--- config.mk ---
export PLATFORM = sky130hd
export DESIGN_NAME = alu_ctrl_seq
export DESIGN_NICKNAME = d
export VERILOG_FILES = /design/src/rtl/alu_ctrl_pkg.sv /design/src/rtl/alu_ctrl_seq_md_seq.sv /design/src/rtl/alu_ctrl_seq.sv
export SDC_FILE = /design/constraint.sdc
export NUM_CORES = 1
export LEC_CHECK = 0
export CORE_MARGIN = 3
export CORE_UTILIZATION = 47
export CTS_BUF_LIST = sky130_fd_sc_hd__clkbuf_16
export CTS_CLUSTER_SIZE = 20
export DETAILED_ROUTE_END_ITERATION = 8
export PLACE_DENSITY = 0.83
export SKIP_LAST_GASP = 1
export SYNTH_ARGS = -nofsm -noshare
export SYNTH_HDL_FRONTEND = slang
export SYNTH_HIERARCHICAL = 1
export SYNTH_SLANG_ARGS = --single-unit
--- constraint.sdc ---
create_clock -name clk -period 2.78 [get_ports clk]
set_input_delay 0.417 -clock clk [delete_from_list [all_inputs] [get_ports clk]]
set_output_delay 0.417 -clock clk [all_outputs]
set_load 0.05 [all_outputs]
--- src/rtl/alu_ctrl_pkg.sv ---
// alu_ctrl_pkg: shared constants for the registered ALU control decoder.
//   - ALUOp encodings from the main control unit
//   - funct field codes recognised under ALUOp=10
//   - 4-bit ALU control codes driven to the ALU
//   - mult/div operation encoding presented to the HI/LO unit
//   - state type and state constants of the mult/div sequencer FSM
package alu_ctrl_pkg;

  // ALUOp from main control
  localparam logic [1:0] ALUOP_MEM = 2'b00;  // lw/sw address add
  localparam logic [1:0] ALUOP_BR  = 2'b01;  // beq compare subtract
  localparam logic [1:0] ALUOP_R   = 2'b10;  // R-type, decode funct
  localparam logic [1:0] ALUOP_ORI = 2'b11;  // ori

  // funct field codes
  localparam logic [5:0] F_ADD   = 6'b100000;
  localparam logic [5:0] F_ADDU  = 6'b100001;
  localparam logic [5:0] F_SUB   = 6'b100010;
  localparam logic [5:0] F_SUBU  = 6'b100011;
  localparam logic [5:0] F_AND   = 6'b100100;
  localparam logic [5:0] F_OR    = 6'b100101;
  localparam logic [5:0] F_XOR   = 6'b100110;
  localparam logic [5:0] F_NOR   = 6'b100111;
  localparam logic [5:0] F_SLT   = 6'b101010;
  localparam logic [5:0] F_SLTU  = 6'b101011;
  localparam logic [5:0] F_MULT  = 6'b011000;
  localparam logic [5:0] F_MULTU = 6'b011001;
  localparam logic [5:0] F_DIV   = 6'b011010;
  localparam logic [5:0] F_DIVU  = 6'b011011;
  localparam logic [5:0] F_MFHI  = 6'b010000;
  localparam logic [5:0] F_MFLO  = 6'b010010;

  // ALU control codes
  localparam logic [3:0] ALU_AND  = 4'b0000;
  localparam logic [3:0] ALU_OR   = 4'b0001;
  localparam logic [3:0] ALU_ADD  = 4'b0010;
  localparam logic [3:0] ALU_XOR  = 4'b0011;
  localparam logic [3:0] ALU_SLTU = 4'b0101;
  localparam logic [3:0] ALU_SUB  = 4'b0110;
  localparam logic [3:0] ALU_SLT  = 4'b0111;
  localparam logic [3:0] ALU_NOR  = 4'b1100;

  // HI/LO read select
  localparam logic [1:0] HILO_NONE = 2'b00;
  localparam logic [1:0] HILO_HI   = 2'b01;
  localparam logic [1:0] HILO_LO   = 2'b10;

  // mult/div operation encoding; equals funct[1:0] of the four md opcodes
  localparam logic [1:0] MD_MULT  = 2'b00;
  localparam logic [1:0] MD_MULTU = 2'b01;
  localparam logic [1:0] MD_DIV   = 2'b10;
  localparam logic [1:0] MD_DIVU  = 2'b11;

  // mult/div sequencer FSM
  typedef logic [0:0] md_state_t;
  localparam md_state_t MD_IDLE = 1'b0;
  localparam md_state_t MD_RUN  = 1'b1;

  function automatic int max_int(input int a, input int b);
    return (a > b) ? a : b;
  endfunction

endpackage

--- src/rtl/alu_ctrl_seq_md_seq.sv ---
// md_seq: IDLE/RUN sequencer for multi-cycle mult/div operations.
// Ports:
//   clk, rst_n : clock (rising edge), asynchronous active-low reset
//   start      : issue a mult/div this edge (only asserted while idle)
//   is_div     : the issued op is div/divu (selects DIV_CYCLES latency)
//   op         : md operation encoding to latch and hold
//   md_op      : latched operation, held while busy and afterwards
//   busy       : operation in flight (state RUN)
//   hilo_we    : one-cycle HI/LO write strobe in the last RUN cycle
//   state      : FSM state, exposed for debug
module md_seq
  import alu_ctrl_pkg::*;
#(
  parameter int MULT_CYCLES = 4,
  parameter int DIV_CYCLES  = 32
) (
  input  logic      clk,
  input  logic      rst_n,
  input  logic      start,
  input  logic      is_div,
  input  logic [1:0] op,
  output logic [1:0] md_op,
  output logic      busy,
  output logic      hilo_we,
  output md_state_t state
);

  localparam int MAX_CYC = max_int(MULT_CYCLES, DIV_CYCLES);
  localparam int CNT_W   = (MAX_CYC > 1) ? $clog2(MAX_CYC) : 1;

  // The counter is loaded with latency-1 and the strobe fires when it
  // reaches zero, so the op occupies exactly <latency> RUN cycles.
  localparam logic [CNT_W-1:0] MULT_LOAD = CNT_W'(MULT_CYCLES - 1);
  localparam logic [CNT_W-1:0] DIV_LOAD  = CNT_W'(DIV_CYCLES - 1);

  logic [CNT_W-1:0] cnt;

  always_ff @(posedge clk or negedge rst_n) begin
    if (!rst_n) begin
      state <= MD_IDLE;
      cnt   <= '0;
      md_op <= MD_MULT;
    end else begin
      if (start) begin
        state <= MD_RUN;
        cnt   <= is_div ? DIV_LOAD : MULT_LOAD;
        md_op <= op;
      end else if (state == MD_RUN) begin
        if (cnt == '0) begin
          state <= MD_IDLE;
        end else begin
          cnt <= cnt - 1'b1;
        end
      end
    end
  end

  assign busy    = (state == MD_RUN);
  assign hilo_we = busy && (cnt == '0);

endmodule

--- src/rtl/alu_ctrl_seq.sv ---
// alu_ctrl_seq: registered MIPS32 ALU control decoder with mult/div
// sequencing for the multi-cycle datapath.
// Optional feature macro: ALU_CTRL_DIV_EN (defined -> div/divu are
// sequenced; undefined -> div/divu are flagged illegal).
// Ports:
//   clk, rst_n   : clock (rising edge), asynchronous active-low reset
//   valid_i      : instruction present this cycle
//   funct_i      : funct field
//   alu_op_i     : ALUOp from main control
//   alu_ctl_o    : registered ALU control code (holds when nothing accepted)
//   ctl_valid_o  : alu_ctl_o / illegal_o / hilo_sel_o refer to an accepted op
//   illegal_o    : unsupported funct under ALUOp=10
//   hilo_sel_o   : 01 mfhi, 10 mflo, 00 none
//   md_start_o   : one-cycle pulse when a mult/div is issued
//   md_op_o      : 00 mult, 01 multu, 10 div, 11 divu; held while busy
//   busy_o       : multi-cycle op in flight
//   hilo_we_o    : one-cycle HI/LO write strobe at completion
//   stall_o      : combinational; the presented instruction is not accepted
//   md_state_o   : mult/div sequencer FSM state (debug)
//
// Handshake: an instruction transfers on a rising edge where valid_i=1 and
// stall_o=0 (stall_o acts as an inverted ready). stall_o never depends on
// anything registered in this cycle by the same transfer, and a stalled
// instruction must be held by the producer until it is accepted.
module alu_ctrl_seq
  import alu_ctrl_pkg::*;
#(
  parameter int SIZEOP      = 6,
  parameter int SIZE_ALU_OP = 2,
  parameter int S_ALU       = 4,
  parameter int MULT_CYCLES = 4,
  parameter int DIV_CYCLES  = 32
) (
  input  logic                   clk,
  input  logic                   rst_n,
  input  logic                   valid_i,
  input  logic [SIZEOP-1:0]      funct_i,
  input  logic [SIZE_ALU_OP-1:0] alu_op_i,
  output logic [S_ALU-1:0]       alu_ctl_o,
  output logic                   ctl_valid_o,
  output logic                   illegal_o,
  output logic [1:0]             hilo_sel_o,
  output logic                   md_start_o,
  output logic [1:0]             md_op_o,
  output logic                   busy_o,
  output logic                   hilo_we_o,
  output logic                   stall_o,
  output md_state_t              md_state_o
);

  logic [5:0] f6;
  logic [1:0] op2;
  logic [3:0] dec_code;
  logic       dec_ill;
  logic [1:0] dec_hsel;
  logic       dec_md;      // op starts the mult/div sequencer
  logic       dec_hazard;  // op touches HI/LO and must wait for the sequencer
  logic       accept;
  logic       md_go;

  assign f6  = 6'(funct_i);
  assign op2 = 2'(alu_op_i);

  always_comb begin
    dec_code   = ALU_ADD;
    dec_ill    = 1'b0;
    dec_hsel   = HILO_NONE;
    dec_md     = 1'b0;
    dec_hazard = 1'b0;
    case (op2)
      ALUOP_MEM: dec_code = ALU_ADD;
      ALUOP_BR:  dec_code = ALU_SUB;
      ALUOP_ORI: dec_code = ALU_OR;
      default: begin
        case (f6)
          F_ADD, F_ADDU: dec_code = ALU_ADD;
          F_SUB, F_SUBU: dec_code = ALU_SUB;
          F_AND:         dec_code = ALU_AND;
          F_OR:          dec_code = ALU_OR;
          F_XOR:         dec_code = ALU_XOR;
          F_NOR:         dec_code = ALU_NOR;
          F_SLT:         dec_code = ALU_SLT;
          F_SLTU:        dec_code = ALU_SLTU;
          F_MULT, F_MULTU: begin
            dec_md     = 1'b1;
            dec_hazard = 1'b1;
          end
          F_DIV, F_DIVU: begin
            dec_hazard = 1'b1;
`ifdef ALU_CTRL_DIV_EN
            dec_md     = 1'b1;
`else
            dec_ill    = 1'b1;
`endif
          end
          F_MFHI: begin
            dec_hsel   = HILO_HI;
            dec_hazard = 1'b1;
          end
          F_MFLO: begin
            dec_hsel   = HILO_LO;
            dec_hazard = 1'b1;
          end
          default: dec_ill = 1'b1;
        endcase
      end
    endcase
  end

  // busy_o stays high through the hilo_we_o cycle, so a dependent mfhi/mflo
  // arriving then is held off one more cycle and reads the written value.
  assign stall_o = valid_i & busy_o & dec_hazard;
  assign accept  = valid_i & ~stall_o;
  assign md_go   = accept & dec_md;

  always_ff @(posedge clk or negedge rst_n) begin
    if (!rst_n) begin
      alu_ctl_o   <= S_ALU'(ALU_ADD);
      ctl_valid_o <= 1'b0;
      illegal_o   <= 1'b0;
      hilo_sel_o  <= HILO_NONE;
      md_start_o  <= 1'b0;
    end else begin
      ctl_valid_o <= accept;
      md_start_o  <= md_go;
      if (accept) begin
        alu_ctl_o  <= S_ALU'(dec_code);
        illegal_o  <= dec_ill;
        hilo_sel_o <= dec_hsel;
      end
    end
  end

  // md op encoding is funct[1:0] of the mult/multu/div/divu opcodes.
  md_seq #(
    .MULT_CYCLES (MULT_CYCLES),
    .DIV_CYCLES  (DIV_CYCLES)
  ) u_md_seq (
    .clk     (clk),
    .rst_n   (rst_n),
    .start   (md_go),
    .is_div  (f6[1]),
    .op      (f6[1:0]),
    .md_op   (md_op_o),
    .busy    (busy_o),
    .hilo_we (hilo_we_o),
    .state   (md_state_o)
  );

endmodule

# Word-level counts from Yosys, hierarchy flattened

Cells that the tools add are included.

Output and inout bits: 15
Input bits: 11
Logic and storage cells: 60
Register bits after elaboration: 17

Eq/ne operators: 19
Bitwise gates (word level): 5
$add $sub $neg: 1
Reduce and logical (&&, ||, !) cells: 10
Mux-type cells: 17

Operator list:

| cell                                              | count |
|---|---|
| == test 6 bit (second input constant)             | 10 |
| == test 6 x 5 -> 1 bit (second input constant)    | 6 |
| one-hot mux 4 bit (7 select lines)                | 1 |
| two-way mux 5 bit                                 | 4 |
| OR reduction 14 bit                               | 1 |
| one-hot mux 4 bit (3 select lines)                | 1 |
| two-way mux 1 bit                                 | 9 |
| OR reduction 6 bit                                | 1 |
| zero test 5 bit                                   | 1 |
| subtractor 5 x 1 -> 5 bit (second input constant) | 1 |
| AND 1 bit                                         | 4 |
| one-hot mux 2 bit (2 select lines)                | 1 |
| OR reduction 2 bit                                | 2 |
| OR reduction 3 bit                                | 1 |
| == test 2 x 1 -> 1 bit (second input constant)    | 1 |
| == test 2 bit (second input constant)             | 1 |
| zero test 2 bit                                   | 1 |
| two-way mux 2 bit                                 | 1 |
| != test 2 bit (second input constant)             | 1 |
| AND reduction 2 bit                               | 1 |
| nonzero test 2 bit                                | 1 |
| logical AND 1 bit                                 | 1 |
| inverter 1 bit                                    | 1 |

# Logic depth before layout (Yosys ltp)

Gate-level depths: netlist of the first run.

Depth after elaboration: 10
Gate-level depth with buffers: 6
Depth with buffers taken out: 5

# Cells and area by module

The synthesis of the first run kept the hierarchy.

Modules (own cells, without submodules):

| module       | cells an instance | times used | area an instance (um^2) |
|---|---|---|---|
| alu_ctrl_seq | 57                | 1          | 580.6 |
| md_seq       | 37                | 1          | 387.9 |

# Worst setup path after synthesis of the first run

No wires, ideal clock.

Path type: reg-to-output
From: register u_md_seq.state, in the netlist u_md_seq/busy
To: output hilo_we_o
Path slack: 0.060 ns
Required time: 2.363 ns
Path buffers: 0
Data arrival time: 2.303 ns
Cell stages (with the launch flop): 3
Path through: dfrtp_1 -> nand2_1 -> nor4_1

Cells in the longest elaborated chain, start to end: 1

RTL lines:

| element                | RTL line                  | source |
|---|---|---|
| from (decl)            | alu_ctrl_seq_md_seq.sv:25 | `output md_state_t state` |
| from (signal assigned) | alu_ctrl_seq_md_seq.sv:40 | `state <= MD_IDLE;` |
| from (signal assigned) | alu_ctrl_seq_md_seq.sv:45 | `state <= MD_RUN;` |
| from (signal assigned) | alu_ctrl_seq_md_seq.sv:50 | `state <= MD_IDLE;` |
| logical AND 1 bit      | alu_ctrl_seq_md_seq.sv:59 | `assign hilo_we = busy && (cnt == '0);` |
| to (decl)              | alu_ctrl_seq.sv:46        | `output logic hilo_we_o,` |

Every way passes these cells.

# Worst setup path in the final report of the first run

From: register u_md_seq.cnt[0]
To: output hilo_we_o

Cells in the longest elaborated chain, start to end: 2

RTL lines:

| element                | RTL line                  | source |
|---|---|---|
| from (decl)            | alu_ctrl_seq_md_seq.sv:36 | `logic [CNT_W-1:0] cnt;` |
| from (signal assigned) | alu_ctrl_seq_md_seq.sv:46 | `cnt <= is_div ? DIV_LOAD : MULT_LOAD;` |
| from (signal assigned) | alu_ctrl_seq_md_seq.sv:52 | `cnt <= cnt - 1'b1;` |
| zero test 5 bit        | alu_ctrl_seq_md_seq.sv:59 |  |
| logical AND 1 bit      | alu_ctrl_seq_md_seq.sv:59 |  |

Every way passes these cells.

==> results.ini, run 1 <==
[run_status]
status=completed

[timing]
fin_skew_ns=0.00100
tightest_slew_ns=0.743
grt_setup_unrepaired=false
timing.fmax_ghz=0.415
timing_hold_violations_final=0
finalSetupTns_ns=0
layout_worst_path_cycle_share_pct=86.8
drv_slew=0
fin_crit_ns=2.41
slew_headroom_pct=50.3
setup_violations=0
hold_ws_ns=0.501

[die]
die_area_mm2=0.00264
boundaryPins=26
die_h_um=51.4
die_x_um=51.4
num_rows=15
coreArea_mm2=0.00184
start_util_pct=52.7

[worst_setup_path]
cp.arrival_ns=1.99
reg2reg_depth=5
crit_chain=inv_1 > ha_1 > nand2_1 > nor4_1 > clkdlybuf4s50_1
start_kind=register
worstPathRequired_ns=2.36
critPathSlowestCell=clkdlybuf4s50_1
crit_cells=5
crit_path_end_kind=output pin
critPathBufInv=2
critPathTopFamily=buffers and inverters
crit_type=reg -> out
slowest_delay_ns=0.84
path_max_fanout=4

[clock_tree]
cts.sinks=17
cts_buffers=3
clk_pin_slew_ns=0.05
clk_latency_ns=0.24
clockBufferDepth=2
postCtsSetupBuffers=0
cts-root-buf=clkbuf_16
cts_tree=built
postCtsHoldBufs=0
cts_resized=0
htreeDepth=1

[synth]
syn_inst=94
syn_avg_cell_area_um2=10.3
synth_top_area_cell=dfrtp_1
synth_top_flop_cell=dfrtp_1
synth_seq_cells=17
syn_area_um2=968
synth_warnings=6
synth_top_area_share_pct=41.3
synthTopCellsByArea=dfrtp_1, mux2i_1, nand2b_1, inv_1, dfstp_2
synth.distinct_cells=40
ys_seq_area_share_pct=44.1
synthArstFlopShare_pct=100
synth-edff-count=0
synth_nets=106
yosysMostFrequentCell=dfrtp_1
synth_common_cells=dfrtp_1, inv_1, nand2b_1

[placed_design]
hpwl_um=1610
gp_congestion=0.870
port_buffers=25

[power_and_ir_drop]
p_seq_share_pct=38.1
clock_power_share_pct=30.0
p_int_mw=0.615
comb_power_share_pct=31.9
power_density_mw_per_mm2=690
cellLeakagePower_nw=0.587
p_sw_mw=0.304
vdd_ir_drop_max_v=0.000648
p_sw_share_pct=33.1

[drt]
num_vias=814
wl_per_cell_um=14.5
viasPerCell=5.58
drc_errors=0
postRouteAntennaNets=0
dr.first_iter.drc_count=16
drt-total-wl_um=2110
dr.pass1.iters=4

[global_route]
antenna_found_initial=0
grt-ovfl-total=0
grt_max_degree=18
grt_pass1_wl_um=3570
grt_pass1_vias=807
grt_usage_pct=17.9

[finish]
num_antenna_cells=0
seq_area_um2=427
multi_input_area_um2=480
fillers=142
final_util_pct=72.4
nets=134
synthToLayoutAreaGrowth_pct=37.6
drive_gt1_share_pct=10.7

[flow_run]
maxCapViolCount=0

[min_path]
worstHoldPathType=reg -> reg
hold_depth=1

## power by group through the flow
stage | sequential [mW] | combinational, mW | clock [mW]
floorplan | 0.392 | 0.160 | 0
global placement | 0.351 | 0.288 | 0
detailed placement | 0.354 | 0.293 | 0
CTS | 0.350 | 0.295 | 0.282
global route | 0.359 | 0.323 | 0.294
finish | 0.351 | 0.293 | 0.276
## logic make-up (layout without fill, tap and decap cells)
| logic type | after synthesis | after routing | synth area share [%] |
|---|---|---|---|
| AOI/OAI and AO/OA | 16 | 16 | 12.9 |
| adders and majority gates | 1 | 1 | 1.29 |
| buffers and inverters | 14 | 41 | 6.33 |
| DFF | 17 | 17 | 44.1 |
| muxes | 7 | 7 | 8.01 |
| and+or+nand+nor | 39 | 39 | 27.4 |
## area by class of cell
type / count / share of cell area (%)
Clock inverter: 1 / 0.282
Multi-Input combinational cell: 63 / 36.1
Tap cell: 25 / 2.35
Timing Repair Buffer: 27 / 20.7
Sequential cell: 17 / 32.0
Clock buffer: 3 / 5.63
Inverter: 10 / 3.00
## flip-flops by register name (all words and copies together), names as in the netlist
name / flops
md_start_o: 1
ctl_valid_o: 1
u_md_seq/md_op: 2
u_md_seq/busy: 1
illegal_o: 1
u_md_seq/cnt: 5
hilo_sel_o: 2
alu_ctl_o: 4
## layer usage
metal  up-vias  wire length, um  GRT usage (%)
met5         -                0              0
met4         0               14           3.93
met3         2              110           5.25
met2        25             1020           30.9
met1       390              969           21.8
li1        397                -              -
## metrics by stage
step / setup WS, ns / power (mW) / cell area (um^2) / std cells
after global routing: 0.205 / 0.976 / 1330 / 146
final: 0.368 / 0.920 / 1330 / 146
after detailed placement: 0.366 / 0.647 / 1250 / 142
after global placement: 0.415 / 0.638 / 1250 / 142
after floorplan: 0.0603 / 0.551 / 968 / 94
after CTS: 0.353 / 0.927 / 1330 / 146
## path summary, 6_finish.rpt
kind | endpoint | from | slack [ns]
max | hilo_we_o | u_md_seq/cnt[0] | 0.37
min | alu_ctl_o[2] | alu_ctl_o[2] | 0.50
min reg2reg | alu_ctl_o[2] | alu_ctl_o[2] | 0.50
min in group asynchronous | hilo_sel_o[0] | rst_n | 0.62
max reg2reg | u_md_seq/md_op[0] | u_md_seq/busy | 0.96
max in group asynchronous | alu_ctl_o[0] | rst_n | 1.70
## cells in the final DEF (no fill, tap or decap), drive strengths merged
cell           instances
clkdlybuf4s50         24
dfrtp                 16
inv                   11
nand2b                 6
nor2b                  4
nand2                  4
nor4                   4
nor2                   4
mux2i                  4
a21oi                  4
and3b                  3
clkbuf                 3
buf                    3
mux2                   3
o21ai                  2
nor4bb                 2
nand4                  2
or3                    2
nor3b                  2
and3                   1
and2                   1
a31o                   1
and4                   1
a2111oi                1
o32a                   1
and4b                  1
o211ai                 1
o22a                   1
o2bb2ai                1
a21boi                 1
a311o                  1
o32ai                  1
dfstp                  1
nor4b                  1
or4b                   1
o31ai                  1
ha                     1
No activity file was read; power rests on OpenSTA's default activity.
==> inputs of run 2 (changes only) <==
--- a/config.mk
+++ b/config.mk
@@ -6,11 +6,11 @@
 export NUM_CORES = 1
 export LEC_CHECK = 0
 export CORE_MARGIN = 3
-export CORE_UTILIZATION = 47
+export CORE_UTILIZATION = 45
 export CTS_BUF_LIST = sky130_fd_sc_hd__clkbuf_16
 export CTS_CLUSTER_SIZE = 20
 export DETAILED_ROUTE_END_ITERATION = 8
-export PLACE_DENSITY = 0.83
+export PLACE_DENSITY = 0.8
 export SKIP_LAST_GASP = 1
 export SYNTH_ARGS = -nofsm -noshare
 export SYNTH_HDL_FRONTEND = slang
==> constraint.sdc (replaced) <==
create_clock -name clk -period 3.05 [get_ports clk]
set_input_delay 0.4575 -clock clk [delete_from_list [all_inputs] [get_ports clk]]
set_output_delay 0.4575 -clock clk [all_outputs]
set_load 0.05 [all_outputs]
==> results.ini, run 2 (same netlist as run 1, synthesis figures left out) <==
[run_status]
status=completed

[global_route]
grt_max_degree=18  ; unchanged
grt_pass1_wl_um=3500  ; -2.1%
grt-ovfl-total=0  ; unchanged
grt_pass1_vias=775  ; -4.0%
antenna_found_initial=0  ; unchanged
grt_usage_pct=17.4  ; -0.50 points

[clock_tree]
cts_tree=built
clk_pin_slew_ns=0.05  ; about the same
clk_latency_ns=0.24  ; about the same
postCtsHoldBufs=0  ; unchanged
clockBufferDepth=2  ; unchanged
cts_resized=0  ; unchanged
htreeDepth=1  ; unchanged
cts-root-buf=clkbuf_16
cts.sinks=17  ; unchanged
cts_buffers=3  ; unchanged
postCtsSetupBuffers=0  ; unchanged

[placed_design]
placed_cells=143  ; +0.70%
gp_congestion=0.910  ; +4.7%
placed_area_mm2=0.00124  ; -1.4%
hpwl_um=1500  ; -6.9%
port_buffers=25  ; unchanged

[finish]
largest-register=u_md_seq/cnt
drive_gt1_share_pct=10.0  ; -0.74 points
multi_input_area_um2=480  ; unchanged
instances_no_fill=147  ; +0.68%
layout_top_registers=u_md_seq/cnt: 5 flops, alu_ctl_o: 4 flops
fillers=164  ; +15%
synthToLayoutAreaGrowth_pct=35.8
final_common_cell=clkdlybuf4s50_1
nets=133  ; -0.75%
finalInstanceArea_mm2=0.00132  ; -1.3%
largest_register_ffs=5  ; unchanged
num_antenna_cells=0  ; unchanged
most-common-layout-cells=clkdlybuf4s50_1, dfrtp_1, inv_1, nand2b_1
seq_area_um2=427  ; unchanged

[worst_setup_path]
crit_type=reg -> out
start_kind=register
crit_path_end_kind=output pin
r2r_slack_ns=1.23  ; +0.27 ns
reg2reg_depth=5  ; unchanged
worstPathRequired_ns=2.59  ; +0.23 ns
cp.arrival_ns=2.03  ; +0.04 ns
rr_endpoint=u_md_seq/md_op[1]
path_max_fanout=4  ; unchanged
rr_startpoint=u_md_seq/busy

[power_and_ir_drop]
cellLeakagePower_nw=0.580  ; -1.3%
vdd_ir_drop_max_v=0.000629  ; -3.0%
power_density_mw_per_mm2=637  ; -7.7%

[timing]
fin_skew_ns=0.00164  ; +0.000635 ns
setup_violations=0  ; unchanged
tightest_slew_ns=0.728  ; -0.0151 ns
drv_slew=0  ; unchanged
slew_headroom_pct=51.3  ; +1.0 points
hold_ws_ns=0.504  ; +0.00254 ns
finalSetupTns_ns=0  ; unchanged
timing.fmax_ghz=0.403
timing_hold_violations_final=0  ; unchanged
layout_worst_path_cycle_share_pct=81.4
grt_setup_unrepaired=false
fin_crit_ns=2.48

[min_path]
worstHoldPathType=reg -> reg
holdPathEnd=hilo_sel_o[0]
min_from=hilo_sel_o[0]
hold_depth=1  ; unchanged

[flow_run]
maxCapViolCount=0  ; unchanged

[die]
num_rows=16  ; +1
die_area_mm2=0.00274  ; +3.9%
die_x_um=52.4  ; +1.9%
die_h_um=52.4  ; +1.9%
start_util_pct=48.4  ; -4.3 points
boundaryPins=26  ; unchanged
coreArea_mm2=0.00200  ; +8.8%

[drt]
postRouteAntennaNets=0  ; unchanged
drc_errors=0  ; unchanged
num_vias=791  ; -2.8%
dr.first_iter.drc_count=19  ; +3
wl_per_cell_um=13.8  ; -4.6%
viasPerCell=5.38  ; -3.5%
drt-total-wl_um=2030  ; -3.9%
dr.pass1.iters=4  ; unchanged

-- run 2: cell count changes in the layout (fill, tap and decap cells not counted) --
cell / previous run / this run
buf_12: 1 / 0
-- run 2: cell type report --
| class | count | area share [%] |
|---|---|---|
| clock buffer | 3 | 5.71 |
| clock inverter | 1 | 0.285 |
| inverter | 10 | 3.04 |
| multi-input combinational | 63 | 36.5 |
| sequential | 17 | 32.4 |
| tap | 27 | 2.57 |
| timing repair buffer | 26 | 19.4 |
-- run 2: through the flow --
stage	utilization, %	worst slack, ns	total power, mW
2_1_floorplan	-	0.290	0.503
3_3_place_gp	61.8	0.614	0.581
3_5_place_dp	61.8	0.559	0.588
4_1_cts	65.7	0.552	0.844
5_1_grt	65.7	0.461	0.894
6_report	65.7	0.566	0.838
-- run 2: metal layers --
layer  GRT usage (%)  routed length [um]  vias to the layer above
li1                -                   -                      401
met5               0                   0                        -
met3            6.84                  86                        0
met1            23.2                 942                      371
met4            5.11                   0                        0
met2            25.8                 999                       19
-- run 2: how the worst max path moves through the flow --
stage | start | to | slack (ns) | cells past startpoint
floorplan | u_md_seq/busy | hilo_we_o | 0.29 | 2
detailed placement | funct_i[3] | u_md_seq/md_op[1] | 0.56 | 6
CTS | u_md_seq/cnt[0] | hilo_we_o | 0.55 | 5
global placement | funct_i[3] | u_md_seq/md_op[1] | 0.61 | 6
global route | u_md_seq/cnt[0] | hilo_we_o | 0.46 | 5
finish | u_md_seq/cnt[0] | hilo_we_o | 0.57 | 5
-- run 2: worst max-delay path: stages (launching register included) --
cell             delay, ns
dfrtp_1               0.39
inv_1                 0.08
ha_1                  0.17
nand2_1               0.10
nor4_1                0.20
clkdlybuf4s50_1       0.85
-- run 2: where the power goes --
| group | switching (mW) | internal [mW] | total (mW) |
|---|---|---|---|
| clock network | 0.0780 | 0.174 | 0.252 |
| logic | 0.155 | 0.113 | 0.268 |
| registers | 0.0443 | 0.274 | 0.318 |
| total | 0.277 | 0.561 | 0.838 |
